## src/rtl/sine_pwm_seq_ctrl_if.sv

```systemverilog
// Control/status bundle between the run-state sequencer and its host/datapath.
// The master side drives requests and targets; the slave side is the sequencer.
interface sine_pwm_seq_ctrl_if #(
    parameter int unsigned TW_WIDTH  = 16,
    parameter int unsigned AMP_WIDTH = 8
) ();

    logic                 start;
    logic                 stop;
    logic                 fault;
    logic                 fault_clr;
    logic                 carrier_wrap;
    logic [TW_WIDTH-1:0]  target_tw;
    logic [AMP_WIDTH-1:0] target_amp;

    logic                 pwm_en;
    logic [TW_WIDTH-1:0]  tune_word;
    logic [AMP_WIDTH-1:0] amp;
    logic                 cfg_update;
    logic                 busy;
    logic                 fault_latched;
    logic [2:0]           state;

    modport master (
        output start,
        output stop,
        output fault,
        output fault_clr,
        output carrier_wrap,
        output target_tw,
        output target_amp,
        input  pwm_en,
        input  tune_word,
        input  amp,
        input  cfg_update,
        input  busy,
        input  fault_latched,
        input  state
    );

    modport slave (
        input  start,
        input  stop,
        input  fault,
        input  fault_clr,
        input  carrier_wrap,
        input  target_tw,
        input  target_amp,
        output pwm_en,
        output tune_word,
        output amp,
        output cfg_update,
        output busy,
        output fault_latched,
        output state
    );

endinterface

```

## src/rtl/sine_pwm_seq_ctrl.sv

```systemverilog
// Run-state sequencer for the sine-PWM datapath: soft start/stop ramps of tuning word
// and amplitude, aligned to carrier wraps, with latched fault shutdown.
module sine_pwm_seq_ctrl #(
    parameter int unsigned TW_WIDTH  = 16,
    parameter int unsigned AMP_WIDTH = 8,
    parameter int unsigned TW_STEP   = 16,
    parameter int unsigned AMP_STEP  = 8,
    parameter int unsigned RAMP_DIV  = 4
) (
    input logic                clk,
    input logic                rst,
    sine_pwm_seq_ctrl_if.slave bus
);

    localparam int unsigned CntW    = (RAMP_DIV > 1) ? $clog2(RAMP_DIV) : 1;
    localparam int unsigned TwGW    = TW_WIDTH + 1;
    localparam int unsigned AmpGW   = AMP_WIDTH + 1;
    localparam logic [CntW-1:0]    CntLast  = CntW'(RAMP_DIV - 1);
    localparam logic [CntW-1:0]    CntOne   = CntW'(1);
    localparam logic [TW_WIDTH:0]  TwStepG  = TwGW'(TW_STEP);
    localparam logic [AMP_WIDTH:0] AmpStepG = AmpGW'(AMP_STEP);

    typedef enum logic [2:0] {
        StIdle     = 3'd0,
        StRampUp   = 3'd1,
        StRun      = 3'd2,
        StRampDown = 3'd3,
        StFault    = 3'd4
    } state_e;

    state_e               state_q, state_d;
    logic [TW_WIDTH-1:0]  tw_q, tw_d;
    logic [AMP_WIDTH-1:0] amp_q, amp_d;
    logic [CntW-1:0]      cnt_q, cnt_d;
    logic                 cfg_q, cfg_d;
    logic                 pwm_en_q, busy_q, fault_q;

    logic                 tick;
    logic [TW_WIDTH-1:0]  goal_tw, next_tw;
    logic [AMP_WIDTH-1:0] goal_amp, next_amp;

    // One step toward goal, clamped at goal; the guard bit catches both overshoot directions.
    function automatic logic [TW_WIDTH-1:0] step_tw(input logic [TW_WIDTH-1:0] cur,
                                                    input logic [TW_WIDTH-1:0] goal);
        logic [TW_WIDTH:0]   cur_g, goal_g, sum, diff;
        logic [TW_WIDTH-1:0] res;
        cur_g  = {1'b0, cur};
        goal_g = {1'b0, goal};
        sum    = cur_g + TwStepG;
        diff   = cur_g - TwStepG;
        res    = cur;
        if (cur_g < goal_g) begin
            res = (sum > goal_g) ? goal : sum[TW_WIDTH-1:0];
        end else if (cur_g > goal_g) begin
            res = (diff[TW_WIDTH] || (diff < goal_g)) ? goal : diff[TW_WIDTH-1:0];
        end
        return res;
    endfunction

    function automatic logic [AMP_WIDTH-1:0] step_amp(input logic [AMP_WIDTH-1:0] cur,
                                                      input logic [AMP_WIDTH-1:0] goal);
        logic [AMP_WIDTH:0]   cur_g, goal_g, sum, diff;
        logic [AMP_WIDTH-1:0] res;
        cur_g  = {1'b0, cur};
        goal_g = {1'b0, goal};
        sum    = cur_g + AmpStepG;
        diff   = cur_g - AmpStepG;
        res    = cur;
        if (cur_g < goal_g) begin
            res = (sum > goal_g) ? goal : sum[AMP_WIDTH-1:0];
        end else if (cur_g > goal_g) begin
            res = (diff[AMP_WIDTH] || (diff < goal_g)) ? goal : diff[AMP_WIDTH-1:0];
        end
        return res;
    endfunction

    // Goal follows the state being left, so a wrap coinciding with a transition uses old goal.
    always_comb begin
        tick     = bus.carrier_wrap && (cnt_q == CntLast);
        goal_tw  = (state_q == StRampDown) ? '0 : bus.target_tw;
        goal_amp = (state_q == StRampDown) ? '0 : bus.target_amp;
        next_tw  = step_tw(tw_q, goal_tw);
        next_amp = step_amp(amp_q, goal_amp);
    end

    always_comb begin
        state_d = state_q;
        tw_d    = tw_q;
        amp_d   = amp_q;
        cnt_d   = cnt_q;
        cfg_d   = 1'b0;

        if (bus.fault) begin
            state_d = StFault;
            tw_d    = '0;
            amp_d   = '0;
            cnt_d   = '0;
            cfg_d   = (tw_q != '0) || (amp_q != '0);
        end else begin
            case (state_q)
                StIdle: begin
                    if (bus.start && !bus.stop) begin
                        state_d = StRampUp;
                        cnt_d   = '0;
                    end
                end

                StRampUp, StRun, StRampDown: begin
                    if (bus.carrier_wrap) begin
                        cnt_d = tick ? '0 : (cnt_q + CntOne);
                    end
                    if (tick) begin
                        tw_d  = next_tw;
                        amp_d = next_amp;
                        cfg_d = (next_tw != tw_q) || (next_amp != amp_q);
                    end

                    case (state_q)
                        StRampUp: begin
                            if (bus.stop) begin
                                state_d = StRampDown;
                            end else if ((tw_q == bus.target_tw) && (amp_q == bus.target_amp)) begin
                                state_d = StRun;
                            end
                        end
                        StRun: begin
                            if (bus.stop) begin
                                state_d = StRampDown;
                            end
                        end
                        default: begin
                            // Leave for IDLE in the same cycle the last zero step lands.
                            if (bus.start && !bus.stop) begin
                                state_d = StRampUp;
                            end else if ((tw_d == '0) && (amp_d == '0)) begin
                                state_d = StIdle;
                            end
                        end
                    endcase
                end

                StFault: begin
                    if (bus.fault_clr) begin
                        state_d = StIdle;
                    end
                end

                default: begin
                    state_d = StIdle;
                end
            endcase
        end
    end

    always_ff @(posedge clk) begin
        if (rst) begin
            state_q  <= StIdle;
            tw_q     <= '0;
            amp_q    <= '0;
            cnt_q    <= '0;
            cfg_q    <= 1'b0;
            pwm_en_q <= 1'b0;
            busy_q   <= 1'b0;
            fault_q  <= 1'b0;
        end else begin
            state_q  <= state_d;
            tw_q     <= tw_d;
            amp_q    <= amp_d;
            cnt_q    <= cnt_d;
            cfg_q    <= cfg_d;
            pwm_en_q <= (state_d == StRampUp) || (state_d == StRun) || (state_d == StRampDown);
            busy_q   <= (state_d == StRampUp) || (state_d == StRampDown);
            fault_q  <= (state_d == StFault);
        end
    end

    assign bus.pwm_en        = pwm_en_q;
    assign bus.tune_word     = tw_q;
    assign bus.amp           = amp_q;
    assign bus.cfg_update    = cfg_q;
    assign bus.busy          = busy_q;
    assign bus.fault_latched = fault_q;
    assign bus.state         = state_q;

endmodule

```

## src/flat_wrapper.sv

```systemverilog
// flat-port wrapper written by rule: the top's interface ports become plain ports
module sine_pwm_seq_ctrl_flat 
#(
    parameter int unsigned TW_WIDTH  = 16,
    parameter int unsigned AMP_WIDTH = 8,
    parameter int unsigned TW_STEP   = 16,
    parameter int unsigned AMP_STEP  = 8,
    parameter int unsigned RAMP_DIV  = 4
)
  (clk, rst, bus_start, bus_stop, bus_fault, bus_fault_clr, bus_carrier_wrap, bus_target_tw, bus_target_amp, bus_pwm_en, bus_tune_word, bus_amp, bus_cfg_update, bus_busy, bus_fault_latched, bus_state);
  sine_pwm_seq_ctrl_if #(.TW_WIDTH(TW_WIDTH), .AMP_WIDTH(AMP_WIDTH)) bus_i ();
  input logic clk;
  input logic rst;
  input wire logic [$bits(bus_i.start)-1:0] bus_start;
  input wire logic [$bits(bus_i.stop)-1:0] bus_stop;
  input wire logic [$bits(bus_i.fault)-1:0] bus_fault;
  input wire logic [$bits(bus_i.fault_clr)-1:0] bus_fault_clr;
  input wire logic [$bits(bus_i.carrier_wrap)-1:0] bus_carrier_wrap;
  input wire logic [$bits(bus_i.target_tw)-1:0] bus_target_tw;
  input wire logic [$bits(bus_i.target_amp)-1:0] bus_target_amp;
  output wire logic [$bits(bus_i.pwm_en)-1:0] bus_pwm_en;
  output wire logic [$bits(bus_i.tune_word)-1:0] bus_tune_word;
  output wire logic [$bits(bus_i.amp)-1:0] bus_amp;
  output wire logic [$bits(bus_i.cfg_update)-1:0] bus_cfg_update;
  output wire logic [$bits(bus_i.busy)-1:0] bus_busy;
  output wire logic [$bits(bus_i.fault_latched)-1:0] bus_fault_latched;
  output wire logic [$bits(bus_i.state)-1:0] bus_state;
  assign bus_i.start = bus_start;
  assign bus_i.stop = bus_stop;
  assign bus_i.fault = bus_fault;
  assign bus_i.fault_clr = bus_fault_clr;
  assign bus_i.carrier_wrap = bus_carrier_wrap;
  assign bus_i.target_tw = bus_target_tw;
  assign bus_i.target_amp = bus_target_amp;
  assign bus_pwm_en = bus_i.pwm_en;
  assign bus_tune_word = bus_i.tune_word;
  assign bus_amp = bus_i.amp;
  assign bus_cfg_update = bus_i.cfg_update;
  assign bus_busy = bus_i.busy;
  assign bus_fault_latched = bus_i.fault_latched;
  assign bus_state = bus_i.state;
  sine_pwm_seq_ctrl #(.TW_WIDTH(TW_WIDTH), .AMP_WIDTH(AMP_WIDTH), .TW_STEP(TW_STEP), .AMP_STEP(AMP_STEP), .RAMP_DIV(RAMP_DIV)) u_core (.clk(clk), .rst(rst), .bus(bus_i));
endmodule
```

## config.mk

```make
export PLATFORM = sky130hd
export DESIGN_NAME = sine_pwm_seq_ctrl_flat
export DESIGN_NICKNAME = d
export VERILOG_FILES = /design/src/rtl/sine_pwm_seq_ctrl_if.sv /design/src/rtl/sine_pwm_seq_ctrl.sv /design/src/flat_wrapper.sv
export SDC_FILE = /design/constraint.sdc
export NUM_CORES = 1
export LEC_CHECK = 0
export ABC_AREA = 1
export CAP_MARGIN = 10
export CORE_ASPECT_RATIO = 0.8
export CORE_MARGIN = 2
export CORE_UTILIZATION = 36
export DETAILED_ROUTE_END_ITERATION = 8
export GPL_TIMING_DRIVEN = 0
export SETUP_SLACK_MARGIN = 0.5
export SYNTH_ARGS = -nofsm -noshare
export SYNTH_HDL_FRONTEND = slang
export SYNTH_SLANG_ARGS = --single-unit
```

## constraint.sdc

```tcl
create_clock -name clk -period 3.9 [get_ports clk]
set_input_delay 1.17 -clock clk [delete_from_list [all_inputs] [get_ports clk]]
set_output_delay 1.17 -clock clk [all_outputs]
set_load 0.05 [all_outputs]
```

==> results of run 1 <==
## metal layers
| metal | GRT usage (%) | vias up | wire length [um] |
|---|---|---|---|
| met5 | 0 | - | 0 |
| met4 | 4.75 | 0 | 619 |
| met3 | 9.81 | 61 | 3310 |
| met2 | 38.5 | 439 | 9960 |
| met1 | 44.1 | 3427 | 12200 |
| li1 | - | 3512 | - |
## critical path, cell delays in order
cell and delay, ns:
buf_8 0.08, inv_6 0.03, nor2_4 0.10, inv_4 0.07
ha_4 0.27, nand2_4 0.05, nor2_4 0.11, nand4_1 0.28
clkinv_2 0.17, nand2_4 0.07, a21oi_4 0.32, buf_12 0.16
buf_8 0.12, nand3_1 0.08, nand3_1 0.10, nand3_1 0.10
nand2_1 0.11, nand2_1 0.07, inv_1 0.07, nand2_2 0.06
nor2_4 0.15, nand3_2 0.11, buf_4 0.14, nand3_2 0.05
nand2_2 0.05, nand3_2 0.08, a21oi_2 0.06
## cells in the mapped netlist (all sizes together) (2+ instances only)
library cell / count / area [um2]
nand4: 16 / 106
nor3: 15 / 113
clkinv: 3 / 11.3
clkbuf: 12 / 46.3
a211oi: 5 / 37.5
a21oi: 54 / 289
o22ai: 6 / 37.5
o2111ai: 2 / 17.5
xor2: 46 / 403
buf: 28 / 225
nor2: 81 / 359
ha: 63 / 788
nand3: 141 / 786
o21ai: 38 / 190
nand2: 289 / 1160
a31oi: 8 / 50.1
o211ai: 3 / 22.5
a221oi: 2 / 17.5
o21a: 2 / 15.0
inv: 122 / 460
nand3b: 2 / 15.0
dfxtp: 33 / 661
nor4: 5 / 31.3
## registers in the layout (all words and copies together) (netlist names)
signal and count:
u_core.bus.state 3, u_core.bus.busy 1, u_core.bus.fault_latched 1, u_core.bus.pwm_en 1, u_core.cnt_q 2, u_core.bus.cfg_update 1, u_core.bus.amp 8, u_core.bus.tune_word 16
## timing repair
item                                    CTS  global route
setup buffers                            54            16
cloned                                    3             0
hold buffers                              0             0
endpoints found under the setup margin   29            27
gates resized for setup                 158            93
pin swaps                                53            42
## layout make-up
class | instances | area (um2) | share of cell area, %
clock inverter | 2 | 13.8 | 0.160
buffer | 40 | 327 | 3.79
timing repair buffer | 132 | 1220 | 14.1
inverter | 125 | 520 | 6.04
sequential | 33 | 694 | 8.05
multi-input combinational | 784 | 5440 | 63.0
clock buffer | 6 | 139 | 1.61
tap | 215 | 269 | 3.12
timing repair inverter | 1 | 7.51 | 0.0870
## power by group
| group | total [mW] | switching (mW) | internal (mW) |
|---|---|---|---|
| registers | 0.347 | 0.00776 | 0.339 |
| clock network | 0.427 | 0.173 | 0.255 |
| logic | 0.517 | 0.313 | 0.204 |
| total | 1.29 | 0.493 | 0.798 |
## per-stage QoR
step	setup TNS, ns	util, %	instance area, um2
3_3_place_gp	-10.50	44.1	7010
5_1_grt	-1.58	54.2	8620
6_report	-0.856	54.2	8620
2_1_floorplan	0	-	6140
3_5_place_dp	-9.53	44.1	7010
4_1_cts	-0.0297	51.2	8150
## path summary, 6_finish.rpt
check,startpoint,endpoint,slack (ns),cells past startpoint
min reg2reg,u_core.cnt_q[1],u_core.cnt_q[1],0.54,2
max reg2reg,u_core.bus.state[0],u_core.bus.pwm_en,-0.15,29
max,bus_target_tw[12],u_core.bus.pwm_en,-0.19,27
min,u_core.cnt_q[1],u_core.cnt_q[1],0.54,2
## kinds of logic after synthesis
family / Yosys count
and+or+nand+nor: 550
xor gates and xnor gates: 47
adders and majority gates: 63
DFF: 33
buffers and inverters: 165
AOI/OAI and AO/OA: 124
==> impl_results.md, run 1 <==
- Core area: 0.0159 mm2
- Final period util: 105%
- Post-Layout Cell Count: 1338
- Initial antenna violation count: 0
- Area delta synth->final: 46.3%
- First drt pass iteration count: 6
- Adder-cell share of the synthesized area: 13.4%
- CTS sink cnt: 33
- Yosys reg bits: 33
- Final Setup Violations: 6
- Vias: approximately 7400
- Synth cell types: 46
- Main flop type after synthesis: dfxtp_1
- EDFF count, synth: 0
- Routed WL: about 26000 um
- Placed cell count: 1257
- GRT overflow: 0
- Outcome: complete, but fails checks
- Ys Warns: 0
- Arr. time, crit path: between 4 and 5 ns
- Failing checks: setup timing
- Root Driver: clkbuf_16
- PnR worst setup slack: -0.194 ns
- Number of H-tree levels: 2
- Clock Skews: slightly below 0.01 ns
- Dpl hpwl: 18700 um
- Peak supply drop: roughly 0.18 mV
- Simple-Gate Fraction of Synth Area: 43.8%
- Hold Vio Cnt, Final: 0
- Clock Tree Buf Depth: 2
- CP required: 4.06 ns
- First-pass GRT wire length: ~39000 um
- Chip width: 147 um
- I/O pin count: 62
- IO Port Bufs: 60
- Mapped Area: roughly 0.006 mm2
- Iter 0 DRT Violations: 944
- CP endpoint kind: register
- Die area: 0.0174 mm2
- RSZ-0062 raised after global routing: yes
- Die Height: 118 um
- Mapped Cells: 982
- ANT nets after route: 0
- Worst-Margin Slew: 0.822 ns
- Most common cell after layout, fill and taps aside: nand2_1
- Number of global-route vias before repair: 6722
- Largest family of logic cells by synthesized area: simple AND/OR/NAND/NOR gates
- Sequential area share after synthesis: 11.2%
- CTS tree: done
- Crit-path max FO: 5
- Compound-cell area share of the yosys netlist: 12.0%
- Power per cell area: approximately 150 mW/mm2
- Overall Power: 1.29 mW
- Largest net degree at the start of global routing: 12
- # DRC: 0
- Max Slew Vio Count: 0
- Avg Vias per Cell: 5.56
- Commonest cells after routing, fill and taps aside: nand2_1, nand3_1, inv_1
- Cts bufs inserted: 5
- Post-Syn Nets: 1076
- WL/cell: 19.5 um
- Avg Synthesized Cell Area: ~6 um2
- Rows: 41
- Placer Congestion: about 1
- Maxcap violations: 0
- Final min period: 4.09 ns
- Max-slew headroom: 45.2%
- # diodes: 0
- HP Class: reg -> reg
- Layout cells sized above 1: roughly a third
- Initial core utilization: 37.1%
- Layout Nets: 1216
- CP Launch Type: input pin
- Setup WS pre-CTS: -0.999 ns
- Xor/xnor cell area share of the yosys netlist: 6.98%
- Skew-Pair Late Insertion Delay: 0.29 ns
- Fmax: ~240 MHz
- Fill count: roughly 1600
- WS Path Type: in -> reg
- GRT Total Usage: 28.8%
- Post-synth ARST share: 0%
- Leakage: 4.16 nW
- Multiplexer share of the synthesized area: 0%
- Worst hold margin: 0.539 ns
- CTS clk-pin slew, worst paths: roughly 0.060 ns
No activity file was read; power rests on OpenSTA's default activity.
==> run 2: changes to the inputs <==
--- a/config.mk
+++ b/config.mk
@@ -6,10 +6,11 @@
 export NUM_CORES = 1
 export LEC_CHECK = 0
 export ABC_AREA = 1
+export ABC_CLOCK_PERIOD_IN_PS = 3900
 export CAP_MARGIN = 10
 export CORE_ASPECT_RATIO = 0.8
 export CORE_MARGIN = 2
-export CORE_UTILIZATION = 36
+export CORE_UTILIZATION = 40
 export DETAILED_ROUTE_END_ITERATION = 8
 export GPL_TIMING_DRIVEN = 0
 export SETUP_SLACK_MARGIN = 0.5
==> run 2 against run 1 <==
Compared with the run above: the run still ends with setup timing left; die area decreased by 9.7%; maximum frequency increased by 3.4%; power is 3.7% higher; first-iteration DRC count rose by 19%; sequential share of layout area is 0.36 points lower; clock power is 11% higher; via count grew 2.0%; setup slack better by 0.13 ns; routed wire length grew 1.1%; critical path type is now reg -> reg; largest cell class unchanged; largest power group unchanged; highest routed layer unchanged.
==> impl_results.md, run 2 (synthesized netlist as in run 1, its figures left out) <==
- Outcome: complete, but fails checks
- Failing checks: setup timing
- Vias: ~7600
- Peak supply drop: 0.179 mV
- Max incr delay on CP: 0.42 ns
- Arr. time, crit path: ~4.1 ns
- WL/cell: ~20 um
- Cts bufs inserted: 5
- Placer Congestion: between 1 and 1.5
- Clock Skews: approximately 0.0060 ns
- Iter 0 DRT Violations: 1124
- Hold Vio Cnt, Final: 0
- Number of global-route vias before repair: 6851
- Die Height: around 110 um
- Avg Vias per Cell: 5.70
- I/O pin count: 62
- Skew-Pair Late Insertion Delay: 0.29 ns
- CTS sink cnt: 33
- Maxcap violations: 0
- Final period util: 102%
- Worst hold margin: ~0.53 ns
- Fmax: 252 MHz
- Max-slew headroom: between 50% and 60%
- ANT nets after route: 0
- Dpl hpwl: 18500 um
- Crit-path max FO: 5
- CP Launch Type: register
- Layout cells sized above 1: 37.7%
- Core area: 0.0143 mm2
- Hold_buf cts: 0
- # diodes: 0
- # DRC: 0
- Max reg flops: 16
- CTS tree: done
- Routed WL: ~26000 um
- Chip width: 140 um
- Clock Tree Buf Depth: 2
- Crit-path most repeated cell: nand2_1
- Leakage: 4.30 nW
- Largest net degree at the start of global routing: 13
- Critical Path Slowest Stage Cell: dfxtp_4
- Root Driver: clkbuf_16
- Commonest cells after routing, fill and taps aside: nand2_1, nand3_1, buf_4
- RSZ-0062 raised after global routing: yes
- GRT Total Usage: 32.0%
- HP Class: reg -> reg
- Initial core utilization: 41.1%
- Setup TNS: -0.155 ns
- First drt pass iteration count: 5
- Max Slew Vio Count: 0
- PnR worst setup slack: -0.0611 ns
- Worst-Margin Slew: about 0.67 ns
- Power per cell area: between 100 and 150 mW/mm2
- Most common cell after layout, fill and taps aside: nand2_1
- Final Setup Violations: 4
- Overall Power: 1.34 mW
- Final min period: 3.96 ns
- Die area: 0.0157 mm2
- Number of H-tree levels: 2
- CTS clk-pin slew, worst paths: 0.06 ns
- Initial antenna violation count: 0
- CP endpoint kind: register
- Layout Nets: ~1200
- Final Util: 63.4%
- GRT overflow: 0
- Area delta synth->final: 54.4%
- CP required: 4.07 ns
- WS Path Type: reg -> reg
- Rows: 39
- IO Port Bufs: 60
- First-pass GRT wire length: 39100 um
run 2: changes by cell type in the layout (fill, tap and decap cells not counted), sizes merged:
cell	before	now
bufbuf	1	0
dlymetal6s2s	3	0
clkdlybuf4s15	6	10
bufinv	0	1
clkinv	5	4
buf	107	132
clkbuf	20	17
nand2	289	290
dlygate4sd2	5	6
run 2: per-layer routing:
metal / part of all wire, % / track usage, %
met5: 0 / 0
met4: 2.2 / 7.80
met3: 14 / 11.6
met2: 38 / 42.6
met1: 45 / 48.0
run 2: path summary, 6_finish.rpt:
| kind | start | to | slack, ns | cells past startpoint |
|---|---|---|---|---|
| worst max-delay path | u_core.bus.tune_word[5] | u_core.bus.pwm_en | -0.06 | 29 |
| worst min-delay path | u_core.cnt_q[1] | u_core.cnt_q[1] | 0.53 | 2 |
| worst max register to register | u_core.bus.tune_word[5] | u_core.bus.pwm_en | -0.06 | 29 |
| worst min register to register | u_core.cnt_q[1] | u_core.cnt_q[1] | 0.53 | 2 |
run 2: worst max-delay path: cells and delay by family, from the launching register on:
kind / cells / cell delay, ns
compound gates: 1 / 0.06
xor+xnor: 1 / 0.22
fa+ha+maj: 2 / 0.47
buf+inv: 3 / 0.35
flops: 1 / 0.42
simple gates: 22 / 2.32
run 2: what timing repair did:
item,in CTS,in global routing
buffers inserted,75,15
resized for setup,241,99
endpoints found under the setup margin,29,22
hold endpoints to repair,0,0
pin swaps,85,51
cloned,7,0
run 2: report_power, final:
part	switching, mW	internal (mW)
sequential	0.00771	0.338
combinational	0.313	0.208
clock	0.169	0.303
total	0.489	0.849
run 2: per-stage QoR:
| stage | setup WS (ns) | cells | cell area, um2 |
|---|---|---|---|
| 4_1_cts | 0.193 | 1316 | 8560 |
| 3_5_place_dp | -1.01 | 1226 | 6970 |
| 6_report | -0.0611 | 1331 | 9100 |
| 3_3_place_gp | -1.01 | 1226 | 6970 |
| 5_1_grt | -0.157 | 1331 | 9100 |
| 2_1_floorplan | 0.452 | 982 | 6140 |
run 2: layout make-up:
type,count,area (um2)
Clock inverter,3,45.0
Sequential cell,33,699
Fill cell,1311,5250
Inverter,125,527
Multi-Input combinational cell,785,5720
Buffer,40,360
Clock buffer,5,125
Timing Repair Buffer,156,1390
Tap cell,184,230
==> edit: new RTL, config.mk and constraints of run 1 <==
`RAMP_DIV` is set to 4 in 2 places; all go to 16.
--- a/src/rtl/sine_pwm_seq_ctrl.sv
+++ b/src/rtl/sine_pwm_seq_ctrl.sv
@@ -6,5 +6,5 @@
     parameter int unsigned TW_STEP   = 16,
     parameter int unsigned AMP_STEP  = 8,
-    parameter int unsigned RAMP_DIV  = 4
+    parameter int unsigned RAMP_DIV  = 16
 ) (
     input logic                clk,
--- a/src/flat_wrapper.sv
+++ b/src/flat_wrapper.sv
@@ -6,5 +6,5 @@
     parameter int unsigned TW_STEP   = 16,
     parameter int unsigned AMP_STEP  = 8,
-    parameter int unsigned RAMP_DIV  = 4
+    parameter int unsigned RAMP_DIV  = 16
 )
   (clk, rst, bus_start, bus_stop, bus_fault, bus_fault_clr, bus_carrier_wrap, bus_target_tw, bus_target_amp, bus_pwm_en, bus_tune_word, bus_amp, bus_cfg_update, bus_busy, bus_fault_latched, bus_state);
Formal check against the unedited RTL: not equivalent (a bounded check fails within 10 cycles, from zero or initial values and one cycle with rst high).
==> edit against run 1 <==
- total power rose by 2.6%
- setup slack improved by 0.23 ns
- synthesized area rose by 2.4%
- critical endpoint unchanged
- wire length fell by 5.7%
- combinational power fell by 3%
- sequential cell count rose by 2
- largest power group unchanged
- non-clock buffer count rose by 31
- cell area rose by 9.1%
- via count rose by 1.9%
==> edit: results (changes against run 1) <==
- Status: finished clean (was complete, but fails checks)
- Slowest library cell on the worst path: ha_4 (was a21oi_4)
- Synth Area in Compound Gates: 0.123 (was 0.120)
- Worst r2r src: u_core.bus.tune_word[4] (was u_core.bus.state[0])
- Routability congestion estimate: 0.987 (was 1.01)
- Placed cell area: 0.00710 sq mm (was 0.00701 sq mm)
- Iter 0 DRT Violations: 722 (was 944)
- Top post-synthesis cells by count: 274 x nand2_1, 131 x inv_1, 125 x nand3_1, 66 x nor2_1, 65 x a21oi_1 (was 269 x nand2_1, 128 x nand3_1, 109 x inv_1, 69 x nor2_1, 63 x ha_1)
- Vias in the first global route: 6930 (was 6722)
- Non-filler instance count after layout: 1399 (was 1338)
- Clock skew: 0.0113 ns (was 0.00991 ns)
- Clock network share of area: 0.0178 (was 0.0177)
- Mapped Nets: 1103 (was 1076)
- Ant. Diodes: 1 (was 0)
- Global Route Usage Sum: 0.266 (was 0.288)
- Syn avg cell area: 5.98 sq um (was 6.00 sq um)
- Multi-input gates: 792 (was 784)
- DP HPWL: 17300 um (was 18700 um)
- GR Layer Usage met2: 0.386 (was 0.385)
- Seq group: 365 uW (was 347 uW)
- Met3 WL: 2570 um (was 3310 um)
- Non-clk bufs: 203 (was 172)
- Resize count post-CTS: 221 (was 158)
- Biggest cell delay along the critical path: 0.30 ns (was 0.32 ns)
- Post-Synth Adder-Cell Area: 0.131 (was 0.134)
- Synth area leaders: nand2_1 17%, ha_1 13%, dfxtp_1 12% (was nand2_1 17%, ha_1 13%, dfxtp_1 11%)
- Clock Power Share: 0.346 (was 0.331)
- Dpl ws: -0.899 ns (was -0.999 ns)
- Arr. time, crit path: 4.03 ns (was 4.25 ns)
- Xor/xnor share of the synthesized area: 0.0798 (was 0.0698)
- Antenna violations before repair: 1 (was 0)
- Largest net degree at the start of global routing: 14 (was 12)
- Sw frac: 0.365 (was 0.382)
- Hold slack: 0.538 ns (was 0.539 ns)
- Met1 WL: 11300 um (was 12200 um)
- Vias: 7578 (was 7439)
- Synth cell types: 44 (was 46)
- DR pass1 iterations: 7 (was 6)
- Reg area: 741 sq um (was 694 sq um)
- Well Taps: 220 (was 215)
- Leak: 0.00455 uW (was 0.00416 uW)
- Seq/Total Area, Yosys: 0.116 (was 0.112)
==> edit: cell count changes in the layout (fill, tap and decap cells not counted), moves of 10 or more <==
cell     before  now
nand3_1     112   82
nand3_2      24   53
o21ai_0      31   13
xnor2_1       0   18
inv_1        94  110
a21oi_1      39   54
buf_6        19   32
buf_4        68   80
nand2_1     219  207
xor2_1       39   29
==> edit: worst max-delay path by stage <==
| stage | start | endpoint | slack, ns | cells after the start |
|---|---|---|---|---|
| after detailed placement | bus_target_tw[13] | u_core.bus.cfg_update | -0.90 | 21 |
| after global routing | u_core.bus.tune_word[4] | u_core.bus.pwm_en | -0.12 | 28 |
| after CTS | u_core.bus.tune_word[6] | u_core.bus.pwm_en | 0.13 | 30 |
| after floorplan | bus_target_tw[2] | u_core.bus.pwm_en | 0.50 | 29 |
| after global placement | bus_target_tw[14] | u_core.bus.cfg_update | -0.93 | 21 |
| final | bus_target_tw[15] | u_core.bus.pwm_en | 0.03 | 25 |
